===== src/rtl/m_dbus_ctrl_if.sv =====
// Memory-side request/response bus of the data-bus controller.
// One request in flight; response is a single-cycle valid pulse.
interface m_dbus_ctrl_if #(
    parameter int ADDR_W = 32,
    parameter int DATA_W = 32
);
    logic                  mem_req_valid;
    logic                  mem_req_ready;
    logic                  mem_we;
    logic [ADDR_W-1:0]     mem_addr;
    logic [DATA_W/8-1:0]   mem_be;
    logic [DATA_W-1:0]     mem_wdata;
    logic                  mem_rsp_valid;
    logic [DATA_W-1:0]     mem_rdata;
    logic                  mem_rsp_err;

    modport master (
        output mem_req_valid, mem_we, mem_addr, mem_be, mem_wdata,
        input  mem_req_ready, mem_rsp_valid, mem_rdata, mem_rsp_err
    );

    modport slave (
        input  mem_req_valid, mem_we, mem_addr, mem_be, mem_wdata,
        output mem_req_ready, mem_rsp_valid, mem_rdata, mem_rsp_err
    );
endinterface


===== src/rtl/m_dbus_ctrl.sv =====
// Data-bus controller: turns held LSU load/store/flush requests
// into one outstanding valid/ready memory transaction with an ack.
module m_dbus_ctrl #(
    parameter int ADDR_W = 32,
    parameter int DATA_W = 32
) (
    input  logic                clk,
    input  logic                rst_n,
    input  logic                lsu2dbus_ld_req,
    input  logic                lsu2dbus_st_req,
    input  logic [ADDR_W-1:0]   dbus_addr,
    input  logic [DATA_W/8-1:0] lsu2dbus_byte_enable,
    input  logic [DATA_W-1:0]   lsu2dbus_W_data,
    input  logic                dcache_flush,
    input  logic                lsu_flush,
    output logic                dbus_ack,
    output logic [DATA_W-1:0]   dbus_rdata,
    output logic                dbus_err,
    m_dbus_ctrl_if.master       mem
);
    localparam int BE_W = DATA_W / 8;

    typedef enum logic [2:0] {
        IDLE,
        REQ,
        RESP,
        DRAIN,
        ACK
    } state_t;

    state_t              state;
    state_t              state_n;
    logic                cap;
    logic                rd_ld;
    logic                err_d;
    logic                err_q;
    logic                we_q;
    logic [ADDR_W-1:0]   addr_q;
    logic [BE_W-1:0]     be_q;
    logic [DATA_W-1:0]   wdata_q;
    logic [DATA_W-1:0]   rdata_q;

    // Next-state and capture strobes; a simultaneous ld/st is a store.
    always_comb begin
        state_n = state;
        cap     = 1'b0;
        rd_ld   = 1'b0;
        err_d   = 1'b0;
        unique case (state)
            IDLE: begin
                if (!lsu_flush) begin
                    if (lsu2dbus_st_req || lsu2dbus_ld_req) begin
                        cap     = 1'b1;
                        state_n = REQ;
                    end else if (dcache_flush) begin
                        state_n = ACK;
                    end
                end
            end
            REQ: begin
                if (mem.mem_req_ready) begin
                    state_n = lsu_flush ? DRAIN : RESP;
                end else if (lsu_flush) begin
                    state_n = IDLE;
                end
            end
            RESP: begin
                if (mem.mem_rsp_valid) begin
                    if (lsu_flush) begin
                        state_n = IDLE;
                    end else begin
                        state_n = ACK;
                        err_d   = mem.mem_rsp_err;
                        rd_ld   = !we_q;
                    end
                end else if (lsu_flush) begin
                    state_n = DRAIN;
                end
            end
            DRAIN: begin
                if (mem.mem_rsp_valid) begin
                    state_n = IDLE;
                end
            end
            ACK: begin
                state_n = IDLE;
            end
            default: begin
                state_n = IDLE;
            end
        endcase
    end

    // State, request payload, error flag and load data registers.
    always_ff @(posedge clk or negedge rst_n) begin
        if (!rst_n) begin
            state   <= IDLE;
            err_q   <= 1'b0;
            we_q    <= 1'b0;
            addr_q  <= '0;
            be_q    <= '0;
            wdata_q <= '0;
            rdata_q <= '0;
        end else begin
            state <= state_n;
            err_q <= err_d;
            if (cap) begin
                we_q    <= lsu2dbus_st_req;
                addr_q  <= {dbus_addr[ADDR_W-1:2], 2'b00};
                be_q    <= lsu2dbus_st_req ? lsu2dbus_byte_enable
                                           : {BE_W{1'b1}};
                wdata_q <= lsu2dbus_W_data;
            end
            if (rd_ld) begin
                rdata_q <= mem.mem_rsp_err ? '0 : mem.mem_rdata;
            end
        end
    end

    // Protocol checks on the LSU and memory sides.
    always_ff @(posedge clk) begin
        if (rst_n && state == IDLE && !lsu_flush) begin
            assert (!(lsu2dbus_ld_req && lsu2dbus_st_req));
        end
        if (rst_n) begin
            assert (!mem.mem_rsp_valid || state == RESP || state == DRAIN);
        end
    end

    assign mem.mem_req_valid = (state == REQ);
    assign mem.mem_we        = we_q;
    assign mem.mem_addr      = addr_q;
    assign mem.mem_be        = be_q;
    assign mem.mem_wdata     = wdata_q;
    assign dbus_ack          = (state == ACK);
    assign dbus_err          = err_q;
    assign dbus_rdata        = rdata_q;
endmodule


===== src/flat_wrapper.sv =====
// flat-port wrapper written by rule: the top's interface ports become plain ports
module m_dbus_ctrl_flat 
#(
    parameter int ADDR_W = 32,
    parameter int DATA_W = 32
)
  (clk, rst_n, lsu2dbus_ld_req, lsu2dbus_st_req, dbus_addr, lsu2dbus_byte_enable, lsu2dbus_W_data, dcache_flush, lsu_flush, dbus_ack, dbus_rdata, dbus_err, mem_mem_req_valid, mem_mem_we, mem_mem_addr, mem_mem_be, mem_mem_wdata, mem_mem_req_ready, mem_mem_rsp_valid, mem_mem_rdata, mem_mem_rsp_err);
  m_dbus_ctrl_if #(.ADDR_W(ADDR_W), .DATA_W(DATA_W)) mem_i ();
  input  logic clk;
  input  logic rst_n;
  input  logic lsu2dbus_ld_req;
  input  logic lsu2dbus_st_req;
  input  logic [ADDR_W-1:0] dbus_addr;
  input  logic [DATA_W/8-1:0] lsu2dbus_byte_enable;
  input  logic [DATA_W-1:0] lsu2dbus_W_data;
  input  logic dcache_flush;
  input  logic lsu_flush;
  output logic dbus_ack;
  output logic [DATA_W-1:0] dbus_rdata;
  output logic dbus_err;
  output wire logic [$bits(mem_i.mem_req_valid)-1:0] mem_mem_req_valid;
  output wire logic [$bits(mem_i.mem_we)-1:0] mem_mem_we;
  output wire logic [$bits(mem_i.mem_addr)-1:0] mem_mem_addr;
  output wire logic [$bits(mem_i.mem_be)-1:0] mem_mem_be;
  output wire logic [$bits(mem_i.mem_wdata)-1:0] mem_mem_wdata;
  input wire logic [$bits(mem_i.mem_req_ready)-1:0] mem_mem_req_ready;
  input wire logic [$bits(mem_i.mem_rsp_valid)-1:0] mem_mem_rsp_valid;
  input wire logic [$bits(mem_i.mem_rdata)-1:0] mem_mem_rdata;
  input wire logic [$bits(mem_i.mem_rsp_err)-1:0] mem_mem_rsp_err;
  assign mem_mem_req_valid = mem_i.mem_req_valid;
  assign mem_mem_we = mem_i.mem_we;
  assign mem_mem_addr = mem_i.mem_addr;
  assign mem_mem_be = mem_i.mem_be;
  assign mem_mem_wdata = mem_i.mem_wdata;
  assign mem_i.mem_req_ready = mem_mem_req_ready;
  assign mem_i.mem_rsp_valid = mem_mem_rsp_valid;
  assign mem_i.mem_rdata = mem_mem_rdata;
  assign mem_i.mem_rsp_err = mem_mem_rsp_err;
  m_dbus_ctrl #(.ADDR_W(ADDR_W), .DATA_W(DATA_W)) u_core (.clk(clk), .rst_n(rst_n), .lsu2dbus_ld_req(lsu2dbus_ld_req), .lsu2dbus_st_req(lsu2dbus_st_req), .dbus_addr(dbus_addr), .lsu2dbus_byte_enable(lsu2dbus_byte_enable), .lsu2dbus_W_data(lsu2dbus_W_data), .dcache_flush(dcache_flush), .lsu_flush(lsu_flush), .dbus_ack(dbus_ack), .dbus_rdata(dbus_rdata), .dbus_err(dbus_err), .mem(mem_i));
endmodule

===== config.mk =====
export PLATFORM = sky130hd
export DESIGN_NAME = m_dbus_ctrl_flat
export DESIGN_NICKNAME = d
export VERILOG_FILES = /design/src/rtl/m_dbus_ctrl_if.sv /design/src/rtl/m_dbus_ctrl.sv /design/src/flat_wrapper.sv
export SDC_FILE = /design/constraint.sdc
export NUM_CORES = 1
export LEC_CHECK = 0
export CAP_MARGIN = 5
export CORE_AREA = 10 10 112 114
export CTS_CLUSTER_SIZE = 12
export DETAILED_ROUTE_END_ITERATION = 10
export DIE_AREA = 0 0 122 124
export GPL_ROUTABILITY_DRIVEN = 0
export PLACE_DENSITY = 0.84
export SYNTH_ARGS = -nofsm -noshare
export SYNTH_HDL_FRONTEND = slang
export SYNTH_SLANG_ARGS = --single-unit

===== constraint.sdc =====
create_clock -name clk -period 4.1 [get_ports clk]
set_clock_uncertainty 0.2 [all_clocks]
set_input_delay 0.82 -clock clk [delete_from_list [all_inputs] [get_ports clk]]
set_output_delay 0.82 -clock clk [all_outputs]
set_load 0.03 [all_outputs]

==> metrics.txt <==
DR vias 3186; die height 124 um; Flop pwr share 33.0%; Starting Density 43.3%; Synth area leader dfrtp_1; Top-Level Pins 213; R2R Setup Slk 1650 ps; leak pwr 3.02 nW; TritonCTS Buffers 9; clock power share 12.3%; RSZ-0062 raised after global routing false; YS warnings 0; Logic pwr share 54.7%; detailed placement HPWL 9.98 mm; Hold Buf Count CTS 0; Core Box Area 0.0102 mm2; Hold Path Class input port to async pin; total track usage 16.7%; CTS max path bufs 2; Root Buffer Master clkbuf_8; internal power 0.00314 W; Max-Cap Viols 0; die area 0.0151 mm2; Critical Path Max Stage Delay 670 ps; initial antenna violation count 0; Final Non-Filler Cells 669; Slew @ Worst Pin 827 ps; pin count of the biggest net entering global routing 65; slowest CP cell clkdlybuf4s50_1; postcts setup bufs 0; achievable clock frequency 0.340 GHz; critical path endpoint category output pin; area of the multi-input gates 0.00168 mm2; placed insts 653; Filler Cell Count 761; Max VDD drop 0.456 mV; Tmin final 2940 ps; sequential area share after synthesis 58.2%; Clock Sinks 103; period utilization 71.7%; drt wl/cell 19.2 um; vias in the first global route 3478; mapped cell area 0.00443 mm2; Reg clk slew, reported paths 100 ps; Gate Count Post-Synth 326; Port Buffers 208; post-synthesis async set-or-reset flop share 100%; placed cell area 0.00657 mm2; Antenna Cells 0; cell row count 37; kind of critical path register to output pin; Post-DRT Antenna Nets 0; fin nets 637; # DRC 0; Yosys reg bits 103; Synth area leaders dfrtp_1 58%, mux2_4 20%, nand2b_1 4.5%; Sw Share 40.1%; DRT Wirelength 12.8 mm; CTS tree yes; # resized after CTS 0; Die W 122 um; worst-path fanout max 11; maximum level of the CTS H-tree 3; global-route wire length before repair 19.4 mm; DR vias/cell 4.76; Avg Cell Area, Syn 13.6 um2; startpoint types register; DR iter-0 viols 172; layout cell share with drive strength beyond 1 16.7%; CP required 3080 ps; status finished clean; Reg area 0.00258 mm2; max_slew headroom 44.7%; max-slew violations 0; post-route cell area 0.00677 mm2; 1st-pass router iterations 4; CP cell instances nor2_1, and2_1, clkdlybuf4s50_1; setup tns final 0 ps; GRT overflow 0; Net Sw Power 0.00210 W; P per Cell Area 774 mW/mm2; worst path arrival time 1920 ps; Synth Flop Type dfrtp_1; Synth top area share 58.2%; Setup violations, final 0; layout overhead on the synthesized area 52.8%; clk_lat worst skew 380 ps; final hold vios 0; Synth cell types 32; number of flops mapped to enable cells by yosys 0
synthesized netlist by cell type, types with 2 or more instances:
cell type / number
and2_1: 2
nand2b_1: 32
o31ai_1: 2
nand2_1: 33
or3_1: 2
dfrtp_1: 103
buf_4: 2
a21oi_1: 6
nor2_1: 4
buf_6: 9
buf_2: 7
a31oi_1: 4
clkbuf_1: 4
mux2_4: 60
mux2_2: 5
o21ai_1: 9
o21ai_0: 24
inv_1: 4
cell usage in the layout, fill, tap and decap left out, types with 2 or more instances in the layout:
cell type / count
clkdlybuf4s50_1: 207
dfrtp_1: 103
mux2_4: 60
nand2_1: 33
nand2b_1: 32
o21ai_0: 24
o21ai_1: 9
clkbuf_8: 9
a21oi_1: 6
mux2_2: 5
nor2_1: 4
inv_1: 4
a31oi_1: 4
buf_4: 3
and2_1: 2
or3_1: 2
o31ai_1: 2
conb_1: 2
clkinv_2: 2
clkinvlp_4: 2
buf_12: 2
sequential cells by signal, indices dropped and copies added (netlist names):
signal,cells
u_core.dbus_rdata,32
u_core.state,3
u_core.mem.mem_wdata,32
u_core.mem.mem_be,4
u_core.mem.mem_addr,30
u_core.mem.mem_we,1
u_core.dbus_err,1
cells by family (layout without fill, tap and decap cells):
logic type,Yosys count,in the layout,share of synthesized area [%]
multiplexers,65,65,21.6
AO/OA/AOI/OAI,47,47,5.65
buffers and inverters,26,232,4.09
flip-flops,103,103,58.2
AND/OR/NAND/NOR,84,84,10.4
other,1,2,0.0846
layout make-up:
type                       instances  share of cell area (%)
clock buffer                       9                    1.83
timing repair buffer             212                    31.5
clock inverter                     7                    1.07
inverter                           4                   0.222
multi-input combinational        198                    24.8
sequential                       103                    38.1
tap                              136                    2.51
worst paths after layout:
kind	startpoint	end	cells past startpoint
min in group clk	u_core.dbus_rdata[17]	u_core.dbus_rdata[17]	2
setup reg to reg	u_core.state[1]	u_core.mem.mem_addr[12]	4
hold reg to reg	u_core.dbus_rdata[17]	u_core.dbus_rdata[17]	2
setup / recovery	u_core.state[1]	mem_mem_req_valid	3
max in group asynchronous	rst_n	u_core.mem.mem_addr[10]	2
hold / removal	rst_n	u_core.dbus_rdata[3]	1
metrics by stage:
step                      utilization [%]  worst slack (ps)  hold slack, ps  power [W]
final                                66.2              1160             236    0.00524
after floorplan                         -              1650             324    0.00343
after global routing                 66.2              1020             253    0.00551
after detailed placement             64.2               954             270    0.00464
after CTS                            66.2              1120             236    0.00531
after global placement               64.2              1050             263    0.00456
power by group through the flow:
stage | Clock [W] | Sequential (W) | Combinational [W]
final | 0.000644 | 0.00173 | 0.00287
after CTS | 0.000675 | 0.00173 | 0.00291
after global placement | 0 | 0.00171 | 0.00285
after detailed placement | 0 | 0.00175 | 0.00289
after global routing | 0.000719 | 0.00179 | 0.00300
after floorplan | 0 | 0.00256 | 0.000868
layer usage:
layer	vias up	GRT usage (%)	routed length, um
met3	16	7.15	1090
met5	-	0	0
met2	127	29.2	6810
met1	1548	18.1	4760
met4	0	5.22	188
li1	1495	-	-
critical path: cells and delay by family (launching register included):
kind	cells	cell delay, ps
and+or+nand+nor	2	350
buffers and inverters	1	670
DFF	1	520
Note: power is estimated with default switching activity, not from simulation.
